$ cat src/rtl/time_counter.sv
// time_counter
//
// Time-keeping core of the electronic clock. Counts 24-hour time, with BCD
// seconds and minutes and binary hours, advanced by a 1 Hz enable. The user
// sets hours and then minutes with two debounced one-pulse buttons. Hours
// always run 0-23; the downstream scan stage handles any 12-hour display.
//
// Parameters
//   INIT_HOUR  hour loaded at reset (binary, 0-23)
//   INIT_MIN   minutes loaded at reset (BCD {tens, units}, 00-59)
//
// Ports
//   clk        system clock
//   rst_n      asynchronous active-low reset
//   tick_1hz   one-cycle enable, once per second
//   set_btn    one-pulse: RUN -> SET_HOUR -> SET_MIN -> RUN
//   inc_btn    one-pulse: increments the field selected by the setting state
//   sec1/sec2  seconds units/tens (BCD)
//   min1/min2  minutes units/tens (BCD)
//   hour       hours (binary 0-23)
//   setting    state code: 00 RUN, 01 SET_HOUR, 10 SET_MIN
//   day_pulse  one-cycle pulse after the 23:59:59 -> 00:00:00 rollover
//
// All outputs come straight from registers.

module time_counter #(
  parameter logic [4:0] INIT_HOUR = 5'd0,
  parameter logic [7:0] INIT_MIN  = 8'h00
) (
  input  logic       clk,
  input  logic       rst_n,
  input  logic       tick_1hz,
  input  logic       set_btn,
  input  logic       inc_btn,
  output logic [3:0] sec1,
  output logic [3:0] sec2,
  output logic [3:0] min1,
  output logic [3:0] min2,
  output logic [4:0] hour,
  output logic [1:0] setting,
  output logic       day_pulse
);

  typedef enum logic [1:0] {
    RUN      = 2'b00,
    SET_HOUR = 2'b01,
    SET_MIN  = 2'b10,
    ILLEGAL  = 2'b11
  } state_t;

  state_t state;

  // Terminal-count flags for each digit of the carry chain.
  logic sec1_wrap;
  logic sec2_wrap;
  logic min1_wrap;
  logic min2_wrap;
  logic hour_wrap;

  always_comb begin
    sec1_wrap = (sec1 == 4'd9);
    sec2_wrap = (sec2 == 4'd5);
    min1_wrap = (min1 == 4'd9);
    min2_wrap = (min2 == 4'd5);
    hour_wrap = (hour == 5'd23);
  end

  assign setting = state;

  always_ff @(posedge clk or negedge rst_n) begin
    if (!rst_n) begin
      state     <= RUN;
      sec1      <= '0;
      sec2      <= '0;
      min1      <= INIT_MIN[3:0];
      min2      <= INIT_MIN[7:4];
      hour      <= INIT_HOUR;
      day_pulse <= 1'b0;
    end else begin
      day_pulse <= 1'b0;

      case (state)
        RUN: begin
          // The tick is applied even when set_btn arrives on the same edge;
          // inc_btn has no meaning while running.
          if (tick_1hz) begin
            if (sec1_wrap) begin
              sec1 <= '0;
              if (sec2_wrap) begin
                sec2 <= '0;
                if (min1_wrap) begin
                  min1 <= '0;
                  if (min2_wrap) begin
                    min2 <= '0;
                    if (hour_wrap) begin
                      hour      <= '0;
                      day_pulse <= 1'b1;
                    end else begin
                      hour <= hour + 5'd1;
                    end
                  end else begin
                    min2 <= min2 + 4'd1;
                  end
                end else begin
                  min1 <= min1 + 4'd1;
                end
              end else begin
                sec2 <= sec2 + 4'd1;
              end
            end else begin
              sec1 <= sec1 + 4'd1;
            end
          end
          if (set_btn) begin
            state <= SET_HOUR;
          end
        end

        SET_HOUR: begin
          // Time is frozen; set_btn takes priority over inc_btn.
          if (set_btn) begin
            state <= SET_MIN;
          end else if (inc_btn) begin
            hour <= hour_wrap ? 5'd0 : hour + 5'd1;
          end
        end

        SET_MIN: begin
          if (set_btn) begin
            // Restart the minute cleanly when the user commits the time.
            state <= RUN;
            sec1  <= '0;
            sec2  <= '0;
          end else if (inc_btn) begin
            // Minutes wrap 59 -> 00 without carrying into the hour.
            if (min1_wrap) begin
              min1 <= '0;
              min2 <= min2_wrap ? 4'd0 : min2 + 4'd1;
            end else begin
              min1 <= min1 + 4'd1;
            end
          end
        end

        default: begin
          // Unreachable code 11: recover to RUN, leave the time untouched.
          state <= RUN;
        end
      endcase
    end
  end

endmodule
$ cat config.mk
export PLATFORM = sky130hd
export DESIGN_NAME = time_counter
export DESIGN_NICKNAME = d
export VERILOG_FILES = /design/src/rtl/time_counter.sv
export SDC_FILE = /design/constraint.sdc
export NUM_CORES = 1
export LEC_CHECK = 0
export CORE_MARGIN = 2
export CORE_UTILIZATION = 40
export CTS_BUF_LIST = sky130_fd_sc_hd__clkbuf_8 sky130_fd_sc_hd__clkbuf_16
export DETAILED_ROUTE_END_ITERATION = 10
export HOLD_SLACK_MARGIN = 0.03
export PLACE_DENSITY = 0.65
export SETUP_SLACK_MARGIN = 0.4
export SLEW_MARGIN = 20
export SYNTH_ARGS = -nofsm -noshare
export SYNTH_HDL_FRONTEND = slang
export SYNTH_SLANG_ARGS = --single-unit
$ cat constraint.sdc
create_clock -name clk -period 2.4 [get_ports clk]
set_clock_uncertainty 0.1 [all_clocks]
set_input_delay 0.48 -clock clk [delete_from_list [all_inputs] [get_ports clk]]
set_output_delay 0.48 -clock clk [all_outputs]
set_load 0.02 [all_outputs]
==> metrics.txt, run 1 <==
# TYPE chip_impl_metric gauge
chip_impl_metric{name="grt_antenna_before_repair",unit=""} 0
chip_impl_metric{name="post_synth.cell_area_avg",unit="µm²"} 10.22
chip_impl_metric{name="clock_path_buffers",unit=""} 2
chip_impl_metric{name="grt.overflow.total",unit=""} 0
chip_impl_metric{name="post_drt_via_cell_ratio",unit=""} 5.252
chip_impl_info{name="tritoncts",value="done"} 1
chip_impl_metric{name="maxClockFrequency",unit="GHz"} 0.5155
chip_impl_metric{name="row_count",unit=""} 21
chip_impl_metric{name="routed_wire_length_per_instance",unit="µm"} 13.82
chip_impl_metric{name="register_area",unit="µm²"} 604.3
chip_impl_metric{name="maximum_capacitance_violations",unit=""} 0
chip_impl_metric{name="cts_buffers",unit=""} 3
chip_impl_metric{name="fp.dieArea",unit="µm²"} 3909
chip_impl_metric{name="final_hold_viol_count",unit=""} 0
chip_impl_metric{name="antenna_cells",unit=""} 0
chip_impl_info{name="cts_root_buffer",value="sky130_fd_sc_hd__clkbuf_8"} 1
chip_impl_metric{name="synth.cell_area",unit="µm²"} 1370
chip_impl_metric{name="sequentialPowerShare",unit="%"} 35.9
chip_impl_metric{name="postSynthNetCount",unit=""} 144
chip_impl_metric{name="io_buffers",unit=""} 28
chip_impl_metric{name="fraction_of_power_spent_switching_nets",unit="%"} 42.38
chip_impl_metric{name="cts.sinks",unit=""} 24
chip_impl_metric{name="drc",unit=""} 0
chip_impl_metric{name="clk_network_pwr_share",unit="%"} 11.3
chip_impl_metric{name="die_h",unit="µm"} 62.53
chip_impl_metric{name="synth_largest_type_area_fraction",unit="%"} 43.84
chip_impl_metric{name="ys_async_sr_fraction",unit="%"} 100.0
chip_impl_metric{name="dp.final_hpwl",unit="µm"} 2185
chip_impl_metric{name="layout-drive-gt1-share",unit="%"} 16.86
chip_impl_metric{name="area_delta_synth_final",unit="%"} 34.52
chip_impl_metric{name="gp_congestion",unit=""} 0.7932
chip_impl_metric{name="synth_seq_cells",unit=""} 24
chip_impl_info{name="netlist.top_cell.by_area",value="sky130_fd_sc_hd__dfrtp_1"} 1
chip_impl_metric{name="boundaryPins",unit=""} 29
chip_impl_info{name="setup_crit_path_kind",value="reg2reg"} 1
chip_impl_info{name="worst_setup_path_end_kind",value="flip-flop"} 1
chip_impl_metric{name="pin_count_of_the_biggest_net_entering_global_routing",unit=""} 25
chip_impl_metric{name="antenna_violating_nets_post_route",unit=""} 0
chip_impl_metric{name="power.combinational.fraction",unit="%"} 52.9
chip_impl_metric{name="dpl_cell_area",unit="µm²"} 1729
chip_impl_metric{name="post-route-period-util",unit="%"} 80.83
chip_impl_metric{name="p_leak",unit="nW"} 0.8240
chip_impl_metric{name="ctsHtreeMaxLevel",unit=""} 1
chip_impl_metric{name="synth_enable_flop_cells",unit=""} 0
chip_impl_metric{name="p_per_area",unit="nW/µm²"} 1150
chip_impl_info{name="worstSetupStartpointType",value="flip-flop"} 1
chip_impl_metric{name="worst-slew-pin-transition",unit="ns"} 0.4654
chip_impl_info{name="yosys-top-cells-area",value="sky130_fd_sc_hd__dfrtp_1 44%, sky130_fd_sc_hd__ha_1 4.6%, sky130_fd_sc_hd__mux2_1 3.3%, sky130_fd_sc_hd__nor2b_1 3.2%, sky130_fd_sc_hd__nand3b_1 2.7%"} 1
chip_impl_metric{name="drt_iter0_drc",unit=""} 47
chip_impl_metric{name="critical_path_required",unit="ns"} 2.45
chip_impl_metric{name="initial_utilization",unit="%"} 41.38
chip_impl_metric{name="layout.filler_cells",unit=""} 313
chip_impl_metric{name="post-route-cell-area",unit="µm²"} 1843
chip_impl_metric{name="timing.slew.headroom",unit="%"} 68.90
chip_impl_metric{name="grt_pass1_wl",unit="µm"} 4988
chip_impl_metric{name="internal_power",unit="mW"} 1.221
chip_impl_metric{name="crit_path_max_fanout",unit=""} 8
chip_impl_info{name="synth-main-ff-cell",value="sky130_fd_sc_hd__dfrtp_1"} 1
chip_impl_metric{name="setup_viol",unit=""} 0
chip_impl_metric{name="grt_usage",unit="%"} 15.40
chip_impl_metric{name="finalNetCount",unit=""} 183
chip_impl_metric{name="clock_latency_of_the_later_clocked_register_in_the_worst_skew_pair",unit="ns"} 0.26
chip_impl_metric{name="fp.dieW",unit="µm"} 62.53
chip_impl_metric{name="setup_tns",unit="ns"} 0
chip_impl_metric{name="placeableCoreArea",unit="µm²"} 3311
chip_impl_metric{name="ir_drop",unit="mV"} 0.4953
chip_impl_metric{name="total_wire_length_after_detailed_routing",unit="µm"} 3012
chip_impl_info{name="run_status",value="finished clean"} 1
chip_impl_metric{name="synthesis.instances",unit=""} 134
chip_impl_metric{name="synthesis.yosys.warnings",unit=""} 0
chip_impl_metric{name="synth_cell_types",unit=""} 39
chip_impl_metric{name="grt_pass1_vias",unit=""} 1091
chip_impl_metric{name="cts-hold-fix-buffers",unit=""} 0
chip_impl_metric{name="area_of_the_multi_input_gates",unit="µm²"} 765.7
chip_impl_metric{name="critical_path_arrival",unit="ns"} 1.99
chip_impl_metric{name="final.min_clock_period",unit="ns"} 1.940
chip_impl_metric{name="final_slew_violations",unit=""} 0
chip_impl_metric{name="clk_pin_slew_worst_paths",unit="ns"} 0.09
chip_impl_metric{name="drt-pass1-iter-count",unit=""} 4
chip_impl_info{name="setup_repair_after_global_routing_missed_its_margin",value="yes"} 1
chip_impl_metric{name="portion_of_the_post_synthesis_area_used_by_sequential_elements",unit="%"} 43.84
chip_impl_info{name="worst_hold_path_type",value="reg2reg"} 1
chip_impl_metric{name="net_load_switching_power",unit="mW"} 0.8982
chip_impl_metric{name="via_count",unit=""} 1145
[state kept, by name, summed over array words and instances, names as in the netlist]
signal,count
hour,5
min1,4
min2,4
sec1,4
sec2,4
setting,2
day_pulse,1
[cells in the final DEF, fill, tap and decap left out, drive strengths merged]
| master | Yosys | final |
|---|---|---|
| clkbuf | 1 | 3 |
| o21bai | 1 | 1 |
| o31a | 1 | 1 |
| inv | 6 | 7 |
| and3b | 2 | 2 |
| clkdlybuf4s50 | 0 | 22 |
| a221o | 1 | 1 |
| and4b | 1 | 1 |
| a21oi | 2 | 2 |
| a21o | 1 | 1 |
| o41ai | 1 | 1 |
| nand3b | 6 | 6 |
| and3 | 3 | 3 |
| xnor2 | 4 | 4 |
| xor2 | 2 | 2 |
| nor3b | 5 | 5 |
| ha | 5 | 5 |
| nor2 | 6 | 6 |
| mux2 | 6 | 6 |
| dlymetal6s2s | 0 | 2 |
| o211ai | 1 | 1 |
| nor2b | 7 | 7 |
| o21ai | 10 | 10 |
| nand2 | 9 | 9 |
| dfrtp | 24 | 24 |
| dlygate4sd2 | 0 | 4 |
| buf | 2 | 9 |
| nor3 | 2 | 2 |
| nand3 | 7 | 7 |
| a211oi | 3 | 3 |
| a31oi | 3 | 3 |
| o31ai | 4 | 4 |
| nand4 | 4 | 4 |
| nand2b | 3 | 3 |
| or3 | 1 | 1 |
[cells in the mapped netlist, drive strengths merged, types with 2 or more instances]
| library cell | count |
|---|---|
| a211oi | 3 |
| a21oi | 2 |
| a31oi | 3 |
| and3 | 3 |
| and3b | 2 |
| buf | 2 |
| dfrtp | 24 |
| ha | 5 |
| inv | 6 |
| mux2 | 6 |
| nand2 | 9 |
| nand2b | 3 |
| nand3 | 7 |
| nand3b | 6 |
| nand4 | 4 |
| nor2 | 6 |
| nor2b | 7 |
| nor3 | 2 |
| nor3b | 5 |
| o21ai | 10 |
| o31ai | 4 |
| xnor2 | 4 |
| xor2 | 2 |
[worst paths after layout]
path                                 start         end  slack, ns  depth (start not counted)
worst max-delay path            setting[0]     hour[4]       0.46                          5
worst min-delay path               min1[0]     min1[0]       0.43                          1
worst max register to register  setting[0]     hour[4]       0.46                          5
worst min register to register     min1[0]     min1[0]       0.43                          1
max in group asynchronous            rst_n  setting[0]       1.47                          2
min in group asynchronous            rst_n     hour[2]       0.47                          2
[layout make-up]
cell class / count / area share [%]
well taps: 46 / 3.123
repair buffers: 37 / 18.87
multi-input cells: 101 / 41.55
clock inverters: 1 / 0.2037
flip-flops and latches: 24 / 32.79
clock buffers: 3 / 2.240
inverters: 6 / 1.222
[power groups by stage]
stage                     clock, mW  sequential (mW)  combinational (mW)
after floorplan                   0            0.870               0.492
after global placement            0            0.745                1.01
after detailed placement          0            0.757                1.04
after CTS                     0.247            0.751                1.05
after global routing          0.269            0.789                1.22
final                         0.238            0.760                1.12
[stage by stage]
step | hold slack, ns | setup slack, ns | power (mW) | cells | util, %
2_1_floorplan | 0.08441 | 0.4005 | 1.362 | 134 | -
3_3_place_gp | 0.4198 | 0.09237 | 1.760 | 210 | 52.23
3_5_place_dp | 0.4195 | 0.03549 | 1.796 | 210 | 52.23
4_1_cts | 0.4334 | 0.4179 | 2.044 | 214 | 54.01
5_1_grt | 0.4483 | 0.3681 | 2.276 | 218 | 55.67
6_report | 0.4336 | 0.4601 | 2.119 | 218 | 55.67
[per-layer routing]
| metal | track usage [%] | wire [µm] | vias up |
|---|---|---|---|
| li1 | - | - | 565 |
| met1 | 20.55 | 1433 | 556 |
| met2 | 26.61 | 1476 | 24 |
| met3 | 2.703 | 103 | 0 |
| met4 | 2.500 | 0 | 0 |
| met5 | 0 | 0 | - |
[worst max-delay path, cell delays in order, from the launching register on]
cell and delay [ns]:
sky130_fd_sc_hd__dfrtp_2 0.45, sky130_fd_sc_hd__buf_4 0.18, sky130_fd_sc_hd__and4b_1 0.24, sky130_fd_sc_hd__nand4_1 0.20
sky130_fd_sc_hd__a211oi_2 0.31, sky130_fd_sc_hd__mux2_1 0.35
[kinds of logic (layout without fill, tap and decap cells)]
kind of cell	after synthesis	after routing	synth area share [%]
buf+inv	9	47	3.013
compound gates	28	28	13.97
fa+ha+maj	5	5	4.566
simple gates	56	56	25.84
mux	6	6	4.931
xor+xnor	6	6	3.836
flops	24	24	43.84
[repair_timing]
action | in CTS | in global routing
pin swaps | 0 | 3
buffers inserted | 0 | 4
setup endpoints to repair | 7 | 9
gates resized for setup | 8 | 7
No activity file was read; power rests on OpenSTA's default activity.
==> inputs of run 2 (changes only) <==
--- a/config.mk
+++ b/config.mk
@@ -10,7 +10,7 @@
 export CTS_BUF_LIST = sky130_fd_sc_hd__clkbuf_8 sky130_fd_sc_hd__clkbuf_16
 export DETAILED_ROUTE_END_ITERATION = 10
 export HOLD_SLACK_MARGIN = 0.03
-export PLACE_DENSITY = 0.65
+export PLACE_DENSITY = 0.68
 export SETUP_SLACK_MARGIN = 0.4
 export SLEW_MARGIN = 20
 export SYNTH_ARGS = -nofsm -noshare
==> constraint.sdc (replaced) <==
create_clock -name clk -period 1.7 [get_ports clk]
set_clock_uncertainty 0.1 [all_clocks]
set_input_delay 0.34 -clock clk [delete_from_list [all_inputs] [get_ports clk]]
set_output_delay 0.34 -clock clk [all_outputs]
set_load 0.02 [all_outputs]
==> run 2 against run 1 <==
The flow now finishes with violations (setup timing). Setup slack worse by 0.69 ns. Largest cell class unchanged. Utilization up 22 points. Critical path type unchanged. Fmax up 0.58%. Cell count up 26%. Die area unchanged. Final area up 39%. Power up 98%. Critical path depth unchanged. Non-clock buffer count up 56. Sequential power up 32%. Via count up 24%. Hold slack worse by 0.10 ns.
==> metrics.txt, run 2 (synthesized netlist as in run 1, its figures left out) <==
# TYPE chip_impl_metric gauge
chip_impl_metric{name="clock_path_buffers",unit=""} 2
chip_impl_metric{name="cts-hold-fix-buffers",unit=""} 0
chip_impl_metric{name="post-route-period-util",unit="%"} 113.5
chip_impl_metric{name="r2r_setup_slack",unit="ns"} -0.23
chip_impl_metric{name="r2r.worst_path.cells",unit=""} 5
chip_impl_metric{name="drt_iter0_drc",unit=""} 88
chip_impl_metric{name="die_h",unit="µm"} 62.53
chip_impl_metric{name="ir_drop",unit="mV"} 0.8516
chip_impl_info{name="final_cell_mix",value="52 x sky130_fd_sc_hd__buf_6, 36 x sky130_fd_sc_hd__buf_4, 15 x sky130_fd_sc_hd__dfrtp_1"} 1
chip_impl_metric{name="drc",unit=""} 0
chip_impl_metric{name="critical_path_arrival",unit="ns"} 1.98
chip_impl_metric{name="total_wire_length_after_detailed_routing",unit="µm"} 4561
chip_impl_metric{name="gp_congestion",unit=""} 0.8311
chip_impl_metric{name="p_per_area",unit="nW/µm²"} 1640
chip_impl_metric{name="pin_count_of_the_biggest_net_entering_global_routing",unit=""} 25
chip_impl_metric{name="grt_usage",unit="%"} 23.01
chip_impl_info{name="run_status",value="complete, but fails checks"} 1
chip_impl_metric{name="io_buffers",unit=""} 28
chip_impl_metric{name="initial_utilization",unit="%"} 41.38
chip_impl_metric{name="setup_tns",unit="ns"} -2.237
chip_impl_metric{name="register_area",unit="µm²"} 611.8
chip_impl_info{name="setup_crit_path_kind",value="reg2reg"} 1
chip_impl_metric{name="final_hold_viol_count",unit=""} 0
chip_impl_metric{name="final_cells",unit=""} 274
chip_impl_metric{name="drt-pass1-iter-count",unit=""} 4
chip_impl_info{name="worst_setup_path_end_kind",value="flip-flop"} 1
chip_impl_metric{name="antenna_violating_nets_post_route",unit=""} 0
chip_impl_metric{name="fp.dieW",unit="µm"} 62.53
chip_impl_info{name="worstSetupStartpointType",value="flip-flop"} 1
chip_impl_info{name="rr_endpoint",value="hour[4]"} 1
chip_impl_metric{name="dp.final_hpwl",unit="µm"} 2816
chip_impl_info{name="failing_checks",value="setup timing"} 1
chip_impl_metric{name="cts.sinks",unit=""} 24
chip_impl_metric{name="grt_pass1_wl",unit="µm"} 7224
chip_impl_metric{name="placeableCoreArea",unit="µm²"} 3311
chip_impl_metric{name="finish.utilization",unit="%"} 77.25
chip_impl_metric{name="boundaryPins",unit=""} 29
chip_impl_metric{name="layout-drive-gt1-share",unit="%"} 59.21
chip_impl_info{name="r2r_start",value="min2[1]"} 1
chip_impl_metric{name="post_drt_via_cell_ratio",unit=""} 5.186
chip_impl_metric{name="crit_path_max_fanout",unit=""} 4
chip_impl_metric{name="maxClockFrequency",unit="GHz"} 0.5185
chip_impl_metric{name="maximum_capacitance_violations",unit=""} 0
chip_impl_metric{name="routed_wire_length_per_instance",unit="µm"} 16.65
chip_impl_metric{name="ctsHtreeMaxLevel",unit=""} 1
chip_impl_metric{name="grt.overflow.total",unit=""} 0
chip_impl_info{name="setup_repair_after_global_routing_missed_its_margin",value="yes"} 1
chip_impl_metric{name="clock_latency_of_the_later_clocked_register_in_the_worst_skew_pair",unit="ns"} 0.26
chip_impl_metric{name="fp.dieArea",unit="µm²"} 3909
chip_impl_info{name="worst_hold_path_type",value="in2async"} 1
chip_impl_metric{name="final_slew_violations",unit=""} 0
chip_impl_metric{name="grt_antenna_before_repair",unit=""} 0
chip_impl_metric{name="setup_viol",unit=""} 16
chip_impl_info{name="final_common_cell",value="sky130_fd_sc_hd__buf_6"} 1
chip_impl_metric{name="critical_path_required",unit="ns"} 1.75
chip_impl_metric{name="layout.filler_cells",unit=""} 220
chip_impl_info{name="tritoncts",value="done"} 1
chip_impl_metric{name="post-layout-total-power",unit="mW"} 4.195
chip_impl_metric{name="grt_pass1_vias",unit=""} 1570
chip_impl_metric{name="worst-slew-pin-transition",unit="ns"} 0.4490
chip_impl_info{name="cts_root_buffer",value="sky130_fd_sc_hd__clkbuf_8"} 1
chip_impl_metric{name="final.min_clock_period",unit="ns"} 1.929
chip_impl_metric{name="timing.final.ws_setup",unit="ns"} -0.2287
chip_impl_metric{name="clk_pin_slew_worst_paths",unit="ns"} 0.08
chip_impl_metric{name="antenna_cells",unit=""} 0
chip_impl_metric{name="via_count",unit=""} 1421
chip_impl_metric{name="cts_buffers",unit=""} 3
chip_impl_metric{name="p_leak",unit="nW"} 1.180
chip_impl_metric{name="area_delta_synth_final",unit="%"} 86.67
chip_impl_metric{name="timing.slew.headroom",unit="%"} 70.00
chip_impl_metric{name="number_of_flip_flops_under_the_largest_register_name",unit=""} 5
chip_impl_metric{name="row_count",unit=""} 21
chip_impl_metric{name="finalNetCount",unit=""} 239
chip_impl_metric{name="placed_cells_incl_taps",unit=""} 244
chip_impl_info{name="regMostFlops",value="hour"} 1
chip_impl_metric{name="final.hold.worst_slack",unit="ns"} 0.3317
chip_impl_metric{name="area_of_the_multi_input_gates",unit="µm²"} 922.1
run 2: cell types whose count changed in the layout (fill, tap and decap cells not counted), sizes merged:
| cell | previous run | this run |
|---|---|---|
| dlygate4sd2 | 4 | 2 |
| clkdlybuf4s50 | 22 | 2 |
| dlymetal6s2s | 2 | 0 |
| buf | 9 | 89 |
run 2: cell type report:
| class | count | area share (%) |
|---|---|---|
| Clock buffer | 3 | 1.614 |
| Clock inverter | 1 | 0.1468 |
| Timing Repair Buffer | 93 | 35.13 |
| Tap cell | 46 | 2.250 |
| Sequential cell | 24 | 23.92 |
| Multi-Input combinational cell | 101 | 36.06 |
| Inverter | 6 | 0.8806 |
run 2: stage by stage:
| stage | area [µm²] | setup WS, ns |
|---|---|---|
| after floorplan | 1443 | -0.2399 |
| after global placement | 2052 | -0.4734 |
| after CTS | 2444 | -0.2051 |
| after global routing | 2557 | -0.2422 |
| final | 2557 | -0.2287 |
| after detailed placement | 2052 | -0.5182 |
run 2: report_power, final:
group / switching, mW / total [mW] / internal [mW]
clock: 0.175 / 0.337 / 0.161
combinational: 1.31 / 2.86 / 1.55
sequential: 0.218 / 1.00 / 0.782
total: 1.70 / 4.19 / 2.49
run 2: how the worst max path moves through the flow:
stage	start	endpoint	slack, ns	depth (start not counted)
5_1_grt	sec2[1]	hour[3]	-0.24	7
3_5_place_dp	tick_1hz	hour[3]	-0.52	5
4_1_cts	sec2[1]	hour[3]	-0.21	6
2_1_floorplan	sec1[1]	sec2[3]	-0.24	6
6_report	min2[1]	hour[4]	-0.23	5
3_3_place_gp	tick_1hz	hour[1]	-0.47	5
run 2: what timing repair did:
action	in CTS	in global routing
pin swaps	27	10
setup endpoints to repair	47	46
resized for setup	187	17
setup buffers	21	5
run 2: worst max-delay path: stages (launching register included):
cell and delay (ns):
sky130_fd_sc_hd__dfrtp_1 0.40, sky130_fd_sc_hd__nor3b_1 0.42, sky130_fd_sc_hd__nand4_1 0.17, sky130_fd_sc_hd__buf_6 0.18, sky130_fd_sc_hd__a211oi_2 0.23, sky130_fd_sc_hd__mux2_4 0.32
run 2: layer usage:
metal	wire length [µm]	up-vias	GRT usage, %
li1	-	673	-
met1	1802	710	27.30
met2	2538	32	42.61
met3	148	6	3.243
met4	72	0	7.222
met5	0	-	0
